**config.mk**
```make
export PLATFORM = sky130hd
export DESIGN_NAME = segment_mux_n_flat
export DESIGN_NICKNAME = d
export VERILOG_FILES = /design/src/rtl/segment_mux_n_pkg.sv /design/src/rtl/segment_mux_n_if.sv /design/src/rtl/segment_mux_n_seg7_hex_font.sv /design/src/rtl/segment_mux_n.sv /design/src/flat_wrapper.sv
export SDC_FILE = /design/constraint.sdc
export NUM_CORES = 1
export LEC_CHECK = 0
export BUFFER_PORTS_ARGS = -buffer_cell sky130_fd_sc_hd__buf_2
export CORE_MARGIN = 2
export CORE_UTILIZATION = 32
export CTS_BUF_LIST = sky130_fd_sc_hd__clkbuf_4 sky130_fd_sc_hd__clkbuf_8
export DETAILED_ROUTE_END_ITERATION = 8
export PLACE_DENSITY = 0.59
export SYNTH_ARGS = -nofsm -noshare
export SYNTH_HDL_FRONTEND = slang
export SYNTH_SLANG_ARGS = --single-unit
```
**constraint.sdc**
```tcl
create_clock -name clk -period 5.9 [get_ports clk]
set_clock_uncertainty 0.15 [all_clocks]
set_input_delay 1.18 -clock clk [delete_from_list [all_inputs] [get_ports clk]]
set_output_delay 1.18 -clock clk [all_outputs]
set_load 0.01 [all_outputs]
```
**src/rtl/segment_mux_n_pkg.sv**
```systemverilog
// Shared constants for the multiplexed 7-segment display driver and other display users.
// Holds the hex font, the blank pattern and the digit-count limit.
package segment_pkg;

  localparam int unsigned MAX_DIGITS = 8;
  localparam logic [6:0]  SEG_BLANK  = 7'h7F;

  // Active-low segment patterns, bit 6 = g ... bit 0 = a
  localparam logic [6:0] FONT [16] = '{
    7'h40, 7'h79, 7'h24, 7'h30, 7'h19, 7'h12, 7'h02, 7'h78,
    7'h00, 7'h10, 7'h08, 7'h03, 7'h46, 7'h21, 7'h06, 7'h0E
  };

  function automatic int unsigned width_min1(input int unsigned n);
    return (n <= 1) ? 1 : $clog2(n);
  endfunction

endpackage

```
**src/rtl/segment_mux_n_if.sv**
```systemverilog
// Display bus between the data source (master) and the segment scanner (slave).
// Signal names match the legacy scanner pins.
interface segment_mux_n_if #(
  parameter int unsigned DIGITS = 4
);
  logic [4*DIGITS-1:0] in;
  logic [DIGITS-1:0]   dp_in;
  logic [DIGITS-1:0]   blank;
  logic [3:0]          brightness;
  logic [6:0]          seg;
  logic [DIGITS-1:0]   an;
  logic                dp;

  modport master (output in, dp_in, blank, brightness, input seg, an, dp);
  modport slave  (input in, dp_in, blank, brightness, output seg, an, dp);
endinterface

```
**src/rtl/segment_mux_n_seg7_hex_font.sv**
```systemverilog
// Combinational hex nibble to active-low 7-segment decoder (g..a).
module seg7_hex_font
  import segment_pkg::*;
(
  input  logic [3:0] nibble_i,
  output logic [6:0] seg_o
);
  assign seg_o = FONT[nibble_i];
endmodule

```
**src/rtl/segment_mux_n.sv**
```systemverilog
// Multiplexed common-anode display scanner with prescaler, PWM dimming and frame-synchronous
// input capture. Optional leading-zero blanking when SEGMENT_LZB_EN is defined.
module segment_mux_n
  import segment_pkg::*;
#(
  parameter int unsigned DIGITS  = 4,
  parameter int unsigned CLK_DIV = 1
) (
  input logic            clk,
  input logic            rst,
  segment_mux_n_if.slave bus
);
  localparam int unsigned PW = width_min1(CLK_DIV);
  localparam int unsigned IW = width_min1(DIGITS);

  logic [PW-1:0]       pre_q;
  logic [IW-1:0]       idx_q;
  logic [3:0]          pwm_q;
  logic [4*DIGITS-1:0] shadow_in_q;
  logic [DIGITS-1:0]   shadow_dp_q;
  logic [DIGITS-1:0]   shadow_blank_q;
  logic [6:0]          seg_q, seg_d;
  logic [DIGITS-1:0]   an_q, an_d;
  logic                dp_q, dp_d;

  logic                slot_end, last_digit, digit_on, lz_dark;
  logic [3:0]          nibble;
  logic [6:0]          font_seg;

  assign slot_end   = (pre_q == PW'(CLK_DIV - 1));
  assign last_digit = (idx_q == IW'(DIGITS - 1));
  assign nibble     = shadow_in_q[{idx_q, 2'b00} +: 4];

  seg7_hex_font u_font (
    .nibble_i (nibble),
    .seg_o    (font_seg)
  );

`ifdef SEGMENT_LZB_EN
  logic [DIGITS-1:0] lz;
  // Digit i is a leading zero when it and every more-significant nibble are zero
  always_comb begin
    lz = '0;
    for (int unsigned i = 1; i < DIGITS; i++) begin
      lz[i] = ((shadow_in_q >> (4 * i)) == '0);
    end
  end
  assign lz_dark = lz[idx_q];
`else
  assign lz_dark = 1'b0;
`endif

  assign digit_on = ~shadow_blank_q[idx_q] & ~lz_dark &
                    ((bus.brightness == 4'hF) | (pwm_q < bus.brightness));

  always_comb begin
    an_d  = '1;
    seg_d = SEG_BLANK;
    dp_d  = 1'b1;
    if (digit_on) begin
      an_d  = ~(DIGITS'(1) << idx_q);
      seg_d = font_seg;
      dp_d  = ~shadow_dp_q[idx_q];
    end
  end

  always_ff @(posedge clk) begin
    if (rst) begin
      pre_q          <= '0;
      idx_q          <= '0;
      pwm_q          <= '0;
      shadow_in_q    <= '0;
      shadow_dp_q    <= '0;
      shadow_blank_q <= '0;
      seg_q          <= SEG_BLANK;
      an_q           <= '1;
      dp_q           <= 1'b1;
    end else begin
      pwm_q <= pwm_q + 4'd1;
      seg_q <= seg_d;
      an_q  <= an_d;
      dp_q  <= dp_d;
      if (slot_end) begin
        pre_q <= '0;
        idx_q <= last_digit ? '0 : idx_q + 1'b1;
        if (last_digit) begin
          shadow_in_q    <= bus.in;
          shadow_dp_q    <= bus.dp_in;
          shadow_blank_q <= bus.blank;
        end
      end else begin
        pre_q <= pre_q + 1'b1;
      end
    end
  end

  assign bus.seg = seg_q;
  assign bus.an  = an_q;
  assign bus.dp  = dp_q;

endmodule

```
**src/flat_wrapper.sv**
```systemverilog
// flat-port wrapper written by rule: the top's interface ports become plain ports
module segment_mux_n_flat import segment_pkg::*;
#(
  parameter int unsigned DIGITS  = 4,
  parameter int unsigned CLK_DIV = 1
)
  (clk, rst, bus_in, bus_dp_in, bus_blank, bus_brightness, bus_seg, bus_an, bus_dp);
  segment_mux_n_if #(.DIGITS(DIGITS)) bus_i ();
  input logic clk;
  input logic rst;
  input wire logic [$bits(bus_i.in)-1:0] bus_in;
  input wire logic [$bits(bus_i.dp_in)-1:0] bus_dp_in;
  input wire logic [$bits(bus_i.blank)-1:0] bus_blank;
  input wire logic [$bits(bus_i.brightness)-1:0] bus_brightness;
  output wire logic [$bits(bus_i.seg)-1:0] bus_seg;
  output wire logic [$bits(bus_i.an)-1:0] bus_an;
  output wire logic [$bits(bus_i.dp)-1:0] bus_dp;
  assign bus_i.in = bus_in;
  assign bus_i.dp_in = bus_dp_in;
  assign bus_i.blank = bus_blank;
  assign bus_i.brightness = bus_brightness;
  assign bus_seg = bus_i.seg;
  assign bus_an = bus_i.an;
  assign bus_dp = bus_i.dp;
  segment_mux_n #(.DIGITS(DIGITS), .CLK_DIV(CLK_DIV)) u_core (.clk(clk), .rst(rst), .bus(bus_i));
endmodule
```
==> results of run 1 <==
kinds of logic (layout without fill, tap and decap cells):
logic type / count (synthesis) / after routing
muxes: 17 / 17
and+or+nand+nor: 80 / 80
other: 1 / 1
xor gates and xnor gates: 4 / 4
adders and majority gates: 14 / 14
buffers and inverters: 22 / 59
DFF: 43 / 43
AOI/OAI and AO/OA: 37 / 37
worst min-delay path: cells and delay by family, from the launching register on:
kind	cells	cell delay, ns
AND/OR/NAND/NOR	1	0.05
flip-flops	1	0.31
AO/OA/AOI/OAI	1	0.05
state kept, by name (all words and copies together) (netlist names):
name	cells
u_core.pre_q	1
u_core.shadow_in_q	16
u_core.idx_q	2
u_core.shadow_dp_q	4
u_core.pwm_q	4
u_core.bus.an	4
u_core.bus.dp	1
u_core.bus.seg	7
u_core.shadow_blank_q	4
cells in the mapped netlist, types with 2 or more instances:
cell	instances	area [sq um]
nand2_1	56	210
dfxtp_1	43	861
a21oi_1	27	135
ha_1	14	175
clkbuf_1	9	33.8
inv_1	9	33.8
nor2_1	8	30.0
mux2i_1	7	70.1
mux2_2	4	45.0
nand2b_1	4	25.0
mux4_1	3	78.8
xor2_1	3	26.3
buf_2	2	10.0
buf_6	2	22.5
mux4_2	2	45.0
nand3b_1	2	15.0
nor2b_1	2	12.5
o211ai_1	2	15.0
or3_1	2	12.5
layout make-up:
class / count / area [sq um]
multi-input combinational: 153 / 1050
clock inverter: 1 / 7.51
timing repair buffer: 42 / 213
tap: 75 / 93.8
inverter: 9 / 33.8
clock buffer: 7 / 96.3
sequential: 43 / 861
fill: 612 / 3640
per-layer routing:
| metal | track usage [%] | vias up |
|---|---|---|
| met5 | 0 | - |
| li1 | - | 802 |
| met3 | 4.47 | 2 |
| met1 | 14.3 | 676 |
| met4 | 4.02 | 0 |
| met2 | 18.8 | 31 |
per-stage QoR:
stage	cell area (sq um)	setup slack [ns]	utilization, %	instances
finish	2350	2.91	39.3	330
detailed placement	2250	2.59	37.6	322
CTS	2350	2.92	39.3	330
global placement	2250	2.64	37.6	322
floorplan	2010	3.21	-	218
global route	2350	2.76	39.3	330
final timing paths:
check / end / slack [ns] / cells past startpoint
setup reg to reg: u_core.bus.seg[0] / 3.05 / 5
setup / recovery: u_core.bus.seg[4] / 2.91 / 6
hold reg to reg: u_core.shadow_dp_q[1] / 0.30 / 2
hold / removal: u_core.shadow_dp_q[1] / 0.30 / 2
report_power, final:
part,internal (uW),total (uW),leakage [uW],switching (uW)
registers,301,310,0.000351,8.74
clock network,106,203,0.0000505,96.8
logic,26.5,52.2,0.000521,25.8
==> parameters.txt, run 1 <==
Parameter                              Value

Status
  Outcome ... finished, final reports clean

Die
  Initial Util ... 33.5%
  Die span in y ... 83.2 um
  Area of the core region ... 5990 sq um
  Die outline area ... 6930 sq um
  Die X ... 83.2 um
  Cell Rows ... 28
  Number of ports placed on the die boundary ... 42

Timing
  Portion of the clock cycle consumed by the worst path in the final layout ... 50.6%
  Unrepaired setup endpoints after global routing ... false
  Minimum clock period after layout ... 2.99 ns
  Number of pins with negative max-slew slack in the final report ... 0
  Worst slew slack as a fraction of its limit ... 41.9%
  Count of final hold-check violations ... 0
  Finish-stage setup viols ... 0
  Total negative setup slack ... 0 ns
  Worst-Margin Slew ... 0.871 ns
  Worst hold slack after final layout ... 0.304 ns
  Fmax ... 335 MHz

Job
  Number of maximum-capacitance violations ... 0

Clocking
  CTS clock-pin slew for the worst setup and hold paths ... 0.08 ns
  Post-CTS setup-driven buffer insertion count ... 0
  Total CTS buffers ... 5
  Clock latency on the worst-skew pair ... 0.29 ns
  Number of sinks handled by clock tree synthesis ... 43
  Post-CTS Hold Fix Bufs ... 0
  TritonCTS clock tree ... done
  CTS resizes ... 0
  Clock Tree Buf Depth ... 2
  Level count of the clock H-tree ... 2
  Clock root buffer master ... clkbuf_8

Worst hold path
  Worst hold path type ... register to register
  Source of the worst hold timing path ... u_core.shadow_dp_q[1]

Routing
  Total met3 wirelength after detailed routing ... 218 um
  Ratio of routed vias to standard cells ... 4.58
  Iteration count of the initial detailed-routing pass ... 4
  Initial DRC count ... 43
  Overall via count from detail_route ... 1,511
  Highest routed metal layer ... met4
  Met1 wire length ... 1850 um
  Number of nets with antenna violations after detailed routing ... 0
  Wire length on met2 ... 1690 um
  Mean routed wirelength per cell ... 11.5 um
  DRC viols ... 0
  Post-Route WL ... 3790 um

Logic synthesis
  Post-Synth Simple-Gate Area ... 17.1%
  Compound-cell area share of the yosys netlist ... 11.5%
  Top_reg_cell synth ... dfxtp_1
  Fraction of synthesized cell area in xor and xnor cells ... 1.74%
  Post-synthesis share of cell area spent on full adders, half adders and majority gates ... 8.72%
  Yosys Warn Count ... 0
  Flip-flop and latch count after synthesis ... 43
  Netlist area before placement ... 2010 sq um
  Async S/R FF share, synth ... 0%
  Number of library cell types mapped by synthesis ... 36
  Share of the yosys chip area belonging to registers ... 42.8%
  Multiplexer area fraction after synthesis ... 13.0%
  Synthesized instance count ... 218
  Mean instance size in the synthesized netlist ... 9.22 sq um
  Number of nets produced by synthesis ... 262
  Number of enable-type register cells in the synthesized netlist ... 0
  Dominant combinational cell family by area after synthesis ... simple AND/OR/NAND/NOR gates

GRT
  Maximum number of pins on one net before global-route repair ... 32
  Overall routing resource usage ... 11.7%
  Via count of the first global-routing pass ... 1,488
  First-pass GRT wire length ... 6650 um
  Antenna violations before repair ... 0
  Gr ovfl total ... 0

Power and ir drop
  Static Leakage ... 0.000922 uW
  Maximum vdd ir drop ... 0.000108 V
  Design Power ... 565 uW
  Total power divided by cell area ... 240 nW/um^2

Setup path
  Number of buffers and inverters on the critical path ... 2
  Highest fanout seen on the critical path ... 12
  Worst endpoint required time ... 5.86 ns
  Classification of the worst setup path ... input port to register
  R2r startpoint ... u_core.idx_q[0]
  Cell with the biggest individual delay on the critical path ... a311oi_2
  Biggest cell delay along the critical path ... 0.72 ns
  Sort of element at the end of the critical path ... register
  Worst setup SP type ... input port
  Largest delay contributor family on the critical path ... compound AO/OA/AOI/OAI gates
  Beginning of the critical path ... bus_brightness[1]
  Arrival time at the worst endpoint ... 2.95 ns
  List of cells traversed by the critical path ... buf_2 > inv_1 > ha_1 > a2111o_1 > a311oi_2 > o311ai_0

Final layout
  Leading cell types in the layout, fill and taps excluded ... nand2_1 (56), dfxtp_1 (43), buf_2 (41), a21oi_1 (27), ha_1 (14)
  Ratio of cells with drive above 1 in the final layout ... 23.9%
  Nets ... 298
  Layout-stage area growth over the synthesis result ... 17.1%
  Leading cell type in the layout, fill and taps excluded ... nand2_1
  # diodes ... 0

Placed design
  Buffers on Ports ... 41
  Final Wtd Congestion ... 0.755
  Detailed Place HPWL ... 2710 um
(Power assumes the default switching activity.)
==> run 2, diff against run 1 <==
==> constraint.sdc (replaced) <==
create_clock -name clk -period 3 [get_ports clk]
set_clock_uncertainty 0.15 [all_clocks]
set_input_delay 0.6 -clock clk [delete_from_list [all_inputs] [get_ports clk]]
set_output_delay 0.6 -clock clk [all_outputs]
set_load 0.01 [all_outputs]
==> run 2 against run 1 <==
  * Wire length down 0.55%
  * Die area unchanged
  * Combinational power rose by 120%
  * Sequential share of layout area is 0.12 points lower
  * Power is 92% higher
  * Count of clock-buffer cells in the layout is 1 lower
  * Cell count increased by 0.91%
  * First-iteration DRC count up 19%
  * Global-route usage fell by 0.15 points
  * Highest routed layer unchanged
==> parameters.txt, run 2 (same netlist as run 1, synthesis figures left out) <==
Parameter                              Value

Final layout
  Leading cell types in the layout, fill and taps excluded ... nand2_1 (56), dfxtp_1 (43), buf_2 (41), a21oi_1 (27), ha_1 (14)
  Cell Count, Final, Fillers Out ... 333 (+0.91%)
  Number of flip-flops under the largest register name ... 16 (unchanged)
  Leading cell type in the layout, fill and taps excluded ... nand2_1
  Ratio of cells with drive above 1 in the final layout ... 24.8% (+0.88 points)
  Nets ... 301 (+1.0%)
  Most flop-heavy register ... u_core.shadow_in_q
  # diodes ... 0 (unchanged)
  Layout-stage area growth over the synthesis result ... 17.5%

Die
  Die outline area ... 6930 sq um (unchanged)
  Area of the core region ... 5990 sq um (unchanged)
  Die span in y ... 83.2 um (unchanged)
  Initial Util ... 33.5% (unchanged)
  Die X ... 83.2 um (unchanged)
  Number of ports placed on the die boundary ... 42 (unchanged)
  Cell Rows ... 28 (unchanged)

Job
  Number of maximum-capacitance violations ... 0 (unchanged)

Routing
  Met1 wire length ... 1760 um (-4.9%)
  Overall via count from detail_route ... 1,541 (+2.0%)
  Post-Route WL ... 3770 um (-0.55%)
  Iteration count of the initial detailed-routing pass ... 5 (+1)
  Total met3 wirelength after detailed routing ... 241 um (+11%)
  Mean routed wirelength per cell ... 11.3 um (-1.5%)
  Wire length on met2 ... 1710 um (+1.4%)
  Initial DRC count ... 51 (+19%)
  Highest routed metal layer ... met4
  Number of nets with antenna violations after detailed routing ... 0 (unchanged)
  Ratio of routed vias to standard cells ... 4.63 (+1.1%)
  DRC viols ... 0 (unchanged)

Clocking
  Number of sinks handled by clock tree synthesis ... 43 (unchanged)
  Clock root buffer master ... clkbuf_8
  CTS resizes ... 0 (unchanged)
  Post-CTS setup-driven buffer insertion count ... 0 (unchanged)
  TritonCTS clock tree ... done
  Clock Tree Buf Depth ... 2 (unchanged)
  Post-CTS Hold Fix Bufs ... 0 (unchanged)
  Total CTS buffers ... 5 (unchanged)
  Level count of the clock H-tree ... 2 (unchanged)
  Clock latency on the worst-skew pair ... 0.30 ns (about the same)
  CTS clock-pin slew for the worst setup and hold paths ... 0.08 ns (about the same)

Placed design
  Detailed Place HPWL ... 2760 um (+1.8%)
  Buffers on Ports ... 41 (unchanged)
  Final Wtd Congestion ... 0.771 (+2.2%)
  Placed instance count ... 325 (+0.93%)

Timing
  Portion of the clock cycle consumed by the worst path in the final layout ... 74.0%
  Finish-stage setup viols ... 0 (unchanged)
  Fmax ... 451 MHz
  Total negative setup slack ... 0 ns (unchanged)
  Count of final hold-check violations ... 0 (unchanged)
  Worst-Margin Slew ... 0.864 ns (-0.00706 ns)
  Unrepaired setup endpoints after global routing ... false
  Minimum clock period after layout ... 2.22 ns
  Worst slew slack as a fraction of its limit ... 42.4% (+0.47 points)
  Number of pins with negative max-slew slack in the final report ... 0 (unchanged)

GRT
  Maximum number of pins on one net before global-route repair ... 32 (unchanged)
  Overall routing resource usage ... 11.6% (-0.15 points)
  Antenna violations before repair ... 0 (unchanged)
  Gr ovfl total ... 0 (unchanged)
  Via count of the first global-routing pass ... 1,526 (+2.6%)
  First-pass GRT wire length ... 6570 um (-1.2%)

Setup path
  List of cells traversed by the critical path ... mux4_1 > inv_1 > ha_1 > nor2_1 > a22o_1 > o31ai_1
  Classification of the worst setup path ... register to register
  FF-to-FF setup slack ... 0.78 ns (-2.27 ns)
  Highest fanout seen on the critical path ... 6 (-6)
  Biggest cell delay along the critical path ... 0.69 ns (-0.03 ns)
  Worst setup SP type ... register
  Arrival time at the worst endpoint ... 2.29 ns (-0.66 ns)
  Cell with the biggest individual delay on the critical path ... mux4_1
  Sort of element at the end of the critical path ... register
  Worst endpoint required time ... 3.07 ns (-2.79 ns)

Power and ir drop
  Total power divided by cell area ... 459 nW/um^2 (+91%)
  Static Leakage ... 0.000931 uW (+1.0%)
  Maximum vdd ir drop ... 0.000183 V (+69%)

Worst hold path
  Worst hold path type ... register to register

Status
  Outcome ... finished, final reports clean
-- run 2: area by class of cell --
cell class	instances	area [sq um]
fillers	628	3630
clock buffers	6	76.3
inverters	9	33.8
repair buffers	45	235
flip-flops and latches	43	861
clock inverters	2	12.5
multi-input cells	153	1050
well taps	75	93.8
-- run 2: path summary, 6_finish.rpt --
kind	depth (start not counted)	endpoint	start
worst min-delay path	2	u_core.shadow_in_q[13]	u_core.shadow_in_q[13]
worst max register to register	6	u_core.bus.seg[0]	u_core.idx_q[0]
worst max-delay path	6	u_core.bus.seg[0]	u_core.idx_q[0]
worst min register to register	2	u_core.shadow_in_q[13]	u_core.shadow_in_q[13]
-- run 2: power breakdown --
part           internal [uW]  switching, uW  leakage (uW)  total [uW]
Sequential               592           9.21      0.000351         601
Combinational           55.5           58.5      0.000536         114
Clock                    172            196     0.0000446         368
Total                    819            264      0.000931        1080
-- run 2: through the flow --
step | cell area, sq um | setup slack [ns] | total power, uW | util (%) | hold slack [ns]
floorplan | 2010 | 0.666 | 687 | - | 0.275
detailed placement | 2270 | 0.725 | 731 | 37.9 | 0.295
finish | 2360 | 0.780 | 1080 | 39.4 | 0.304
global route | 2360 | 0.623 | 1140 | 39.4 | 0.324
global placement | 2270 | 0.744 | 729 | 37.9 | 0.289
CTS | 2360 | 0.770 | 1100 | 39.4 | 0.307
-- run 2: per-layer routing --
metal  GRT usage [%]  vias up
li1                -      810
met1            13.3      687
met2            19.4       39
met3            4.17        5
met4            4.92        0
met5               0        -
-- run 2: worst max-delay path: cells and delay by family, from the launching register on --
kind	cells	cell delay (ns)
AOI/OAI and AO/OA	2	0.44
and+or+nand+nor	1	0.07
muxes	1	0.69
adders and majority gates	1	0.27
DFF	1	0.35
buffers and inverters	1	0.17
==> run 3, diff against run 2 <==
--- a/config.mk
+++ b/config.mk
@@ -5,12 +5,13 @@
 export SDC_FILE = /design/constraint.sdc
 export NUM_CORES = 1
 export LEC_CHECK = 0
+export ABC_AREA = 1
 export BUFFER_PORTS_ARGS = -buffer_cell sky130_fd_sc_hd__buf_2
 export CORE_MARGIN = 2
 export CORE_UTILIZATION = 32
 export CTS_BUF_LIST = sky130_fd_sc_hd__clkbuf_4 sky130_fd_sc_hd__clkbuf_8
 export DETAILED_ROUTE_END_ITERATION = 8
-export PLACE_DENSITY = 0.59
+export PLACE_DENSITY = 0.61
 export SYNTH_ARGS = -nofsm -noshare
 export SYNTH_HDL_FRONTEND = slang
 export SYNTH_SLANG_ARGS = --single-unit
==> constraint.sdc (replaced) <==
create_clock -name clk -period 1.8 [get_ports clk]
set_clock_uncertainty 0.15 [all_clocks]
set_input_delay 0.36 -clock clk [delete_from_list [all_inputs] [get_ports clk]]
set_output_delay 0.36 -clock clk [all_outputs]
set_load 0.01 [all_outputs]
==> run 3 against run 2 <==
  * Cell area up 3.3%
  * Global-route usage is 1.8 points higher
  * Largest power group unchanged
  * Worst hold slack got worse by 0.18 ns
==> parameters.txt, run 3 <==
Parameter                              Value

Logic synthesis
  Number of nets produced by synthesis ... 322 (+23%)
  Mean instance size in the synthesized netlist ... 7.35 sq um (-20%)
  Share of the yosys chip area belonging to registers ... 42.1% (-0.73 points)
  Number of enable-type register cells in the synthesized netlist ... 0 (unchanged)
  Async S/R FF share, synth ... 0% (unchanged)
  Most frequent cells after synthesis ... nand2_1 (67), nor2_1 (48), dfxtp_1 (43)
  Netlist area before placement ... 2040 sq um (+1.7%)
  Yosys Warn Count ... 0 (unchanged)
  Number of library cell types mapped by synthesis ... 28 (-22%)
  Top_reg_cell synth ... dfxtp_1
  Leading cell types by total area after synthesis ... dfxtp_1 (42%), nand2_1 (12%), nor2_1 (8.8%)
  Share of Yosys cell area claimed by the top area cell type ... 42.1% (-0.73 points)
  Most repeated cell in the gate-level netlist after synthesis ... nand2_1
  Flip-flop and latch count after synthesis ... 43 (unchanged)
  Leading area contributor after synthesis ... dfxtp_1
  Synthesized instance count ... 278 (+28%)

Setup path
  Sort of element at the end of the critical path ... register
  Arrival time at the worst endpoint ... 1.70 ns (-0.59 ns)
  Classification of the worst setup path ... register to register
  Biggest cell delay along the critical path ... 0.36 ns (-0.33 ns)
  Cell with the biggest individual delay on the critical path ... dfxtp_1
  Worst setup SP type ... register
  Most frequent cell on the critical path ... nand3_1
  R2r startpoint ... u_core.idx_q[0]
  Count of cells along the worst register-to-register path ... 7 (+1)
  List of cells traversed by the critical path ... buf_4 > or2_2 > nand3_1 > nand3_1 > a21oi_2 > buf_6 > nand3_1
  Worst reg2reg endpoint ... u_core.bus.seg[3]
  Worst endpoint required time ... 1.83 ns (-1.24 ns)
  Highest fanout seen on the critical path ... 14 (+8)
  FF-to-FF setup slack ... 0.14 ns (-0.64 ns)

Placed design
  Final Wtd Congestion ... 0.836 (+8.4%)
  Placed instance count ... 395 (+22%)
  Buffers on Ports ... 41 (unchanged)
  Detailed Place HPWL ... 3270 um (+18%)

Final layout
  Leading cell types in the layout, fill and taps excluded ... nand2_1 (66), nor2_1 (48), dfxtp_1 (42), buf_2 (41), o21ai_0 (26)
  Layout-stage area growth over the synthesis result ... 19.3%
  Number of flip-flops under the largest register name ... 16 (unchanged)
  Cell Count, Final, Fillers Out ... 403 (+21%)
  Most flop-heavy register ... u_core.shadow_in_q
  Total area of multi-input combinational cells ... 1040 sq um (-0.72%)
  Ratio of cells with drive above 1 in the final layout ... 23.6% (-1.2 points)
  FILL cells ... 678 (+8.0%)
  Leading cell type in the layout, fill and taps excluded ... nand2_1
  Nets ... 369 (+23%)
  FF/Latch Area ... 862 sq um (+0.15%)
  # diodes ... 0 (unchanged)

Routing
  Mean routed wirelength per cell ... 11.0 um (-2.3%)
  Ratio of routed vias to standard cells ... 4.53 (-2.2%)
  Iteration count of the initial detailed-routing pass ... 4 (-1)
  Post-Route WL ... 4450 um (+18%)
  Number of nets with antenna violations after detailed routing ... 0 (unchanged)
  Overall via count from detail_route ... 1,824 (+18%)
  Initial DRC count ... 61 (+20%)
  DRC viols ... 0 (unchanged)

GRT
  First-pass GRT wire length ... 7470 um (+14%)
  Overall routing resource usage ... 13.4% (+1.8 points)
  Gr ovfl total ... 0 (unchanged)
  Via count of the first global-routing pass ... 1,654 (+8.4%)
  Maximum number of pins on one net before global-route repair ... 29 (-9.4%)
  Antenna violations before repair ... 0 (unchanged)

Clocking
  Level count of the clock H-tree ... 2 (unchanged)
  Post-CTS setup-driven buffer insertion count ... 0 (unchanged)
  Clock latency on the worst-skew pair ... 0.30 ns (about the same)
  CTS clock-pin slew for the worst setup and hold paths ... 0.08 ns (about the same)
  Number of sinks handled by clock tree synthesis ... 43 (unchanged)
  TritonCTS clock tree ... done
  Total CTS buffers ... 5 (unchanged)
  Post-CTS Hold Fix Bufs ... 0 (unchanged)
  Clock Tree Buf Depth ... 2 (unchanged)
  Clock root buffer master ... clkbuf_8

Die
  Die outline area ... 7040 sq um (+1.7%)
  Initial Util ... 32.6% (-0.97 points)
  Number of ports placed on the die boundary ... 42 (unchanged)
  Die X ... 83.9 um (+0.82%)
  Area of the core region ... 6280 sq um (+4.8%)
  Die span in y ... 83.9 um (+0.82%)
  Cell Rows ... 29 (+3.6%)

Worst hold path
  Cell count of the worst hold path ... 3 (+1)
  Worst hold path type ... input port to register
  Source of the worst hold timing path ... bus_dp_in[2]
  Endpoint with the worst hold slack ... u_core.shadow_dp_q[2]

Timing
  Count of final hold-check violations ... 0 (unchanged)
  Minimum clock period after layout ... 1.66 ns (-0.559 ns)
  Portion of the clock cycle consumed by the worst path in the final layout ... 92.3% (+18 points)
  Finish-stage setup viols ... 0 (unchanged)
  Worst hold slack after final layout ... 0.126 ns (-0.178 ns)
  Unrepaired setup endpoints after global routing ... true
  Number of pins with negative max-slew slack in the final report ... 0 (unchanged)
  Fmax ... 602 MHz (+34%)

Power and ir drop
  Total power divided by cell area ... 814 nW/um^2 (+78%)
  Static Leakage ... 0.00119 uW (+28%)
  Maximum vdd ir drop ... 0.000457 V (+150%)

Job
  Number of maximum-capacitance violations ... 0 (unchanged)

Status
  Outcome ... finished, final reports clean
-- run 3: worst max-delay path by stage --
stage	start	to	slack, ns	cells after the start
3_3_place_gp	u_core.idx_q[0]	u_core.bus.an[3]	0.12	7
4_1_cts	u_core.idx_q[1]	u_core.shadow_in_q[11]	0.09	6
6_report	u_core.idx_q[0]	u_core.bus.seg[3]	0.14	7
3_5_place_dp	u_core.idx_q[1]	u_core.shadow_in_q[11]	0.10	6
5_1_grt	u_core.idx_q[0]	u_core.bus.seg[6]	-0.02	10
2_1_floorplan	u_core.idx_q[0]	u_core.bus.seg[1]	0.17	10
-- run 3: cells by family after synthesis --
group	share of synthesized area, %
simple gates	29.3
other cells	0.183
xor+xnor	0.857
buf+inv	7.10
fa+ha+maj	8.57
compound gates	11.9
flops	42.1
-- run 3: area by class of cell --
cell class | count | share of cell area (%)
multi-input combinational | 205 | 42.7
sequential | 43 | 35.3
timing repair buffer | 50 | 11.3
tap | 77 | 3.95
clock buffer | 6 | 3.13
inverter | 20 | 3.08
clock inverter | 2 | 0.513
-- run 3: per-layer routing --
layer  track usage (%)  routed length, um  up-vias
li1                  -                  -      977
met1              17.2               2300      806
met2              20.3               1860       34
met3              3.46                199        7
met4              7.33                 97        0
met5                 0                  0        -
-- run 3: what timing repair did --
item | CTS | global route
endpoints found under the hold margin | 0 | 0
setup endpoints to repair | 0 | 15
resized for setup | 0 | 3
-- run 3: worst max-delay path: cells and delay by family, from the launching register on --
kind / cells / cell delay, ns
simple gates: 4 / 0.54
buf+inv: 2 / 0.36
flops: 1 / 0.36
compound gates: 1 / 0.13
-- run 3: power by group --
group	switching (uW)	total [uW]	internal (uW)	leakage, uW
Clock	329	616	286	0.0000446
Sequential	26.0	1030	1010	0.000352
Combinational	197	340	142	0.000794
-- run 3: per-stage QoR --
step                TNS [ns]  total power, uW  util (%)  setup WS (ns)  area [sq um]
floorplan                  0             1280         -          0.170          2040
global placement           0             1390      37.3          0.121          2340
detailed placement         0             1390      37.3          0.104          2340
CTS                        0             2010      38.7         0.0900          2430
global route         -0.0215             2110      38.9        -0.0168          2440
finish                     0             1990      38.9          0.139          2440
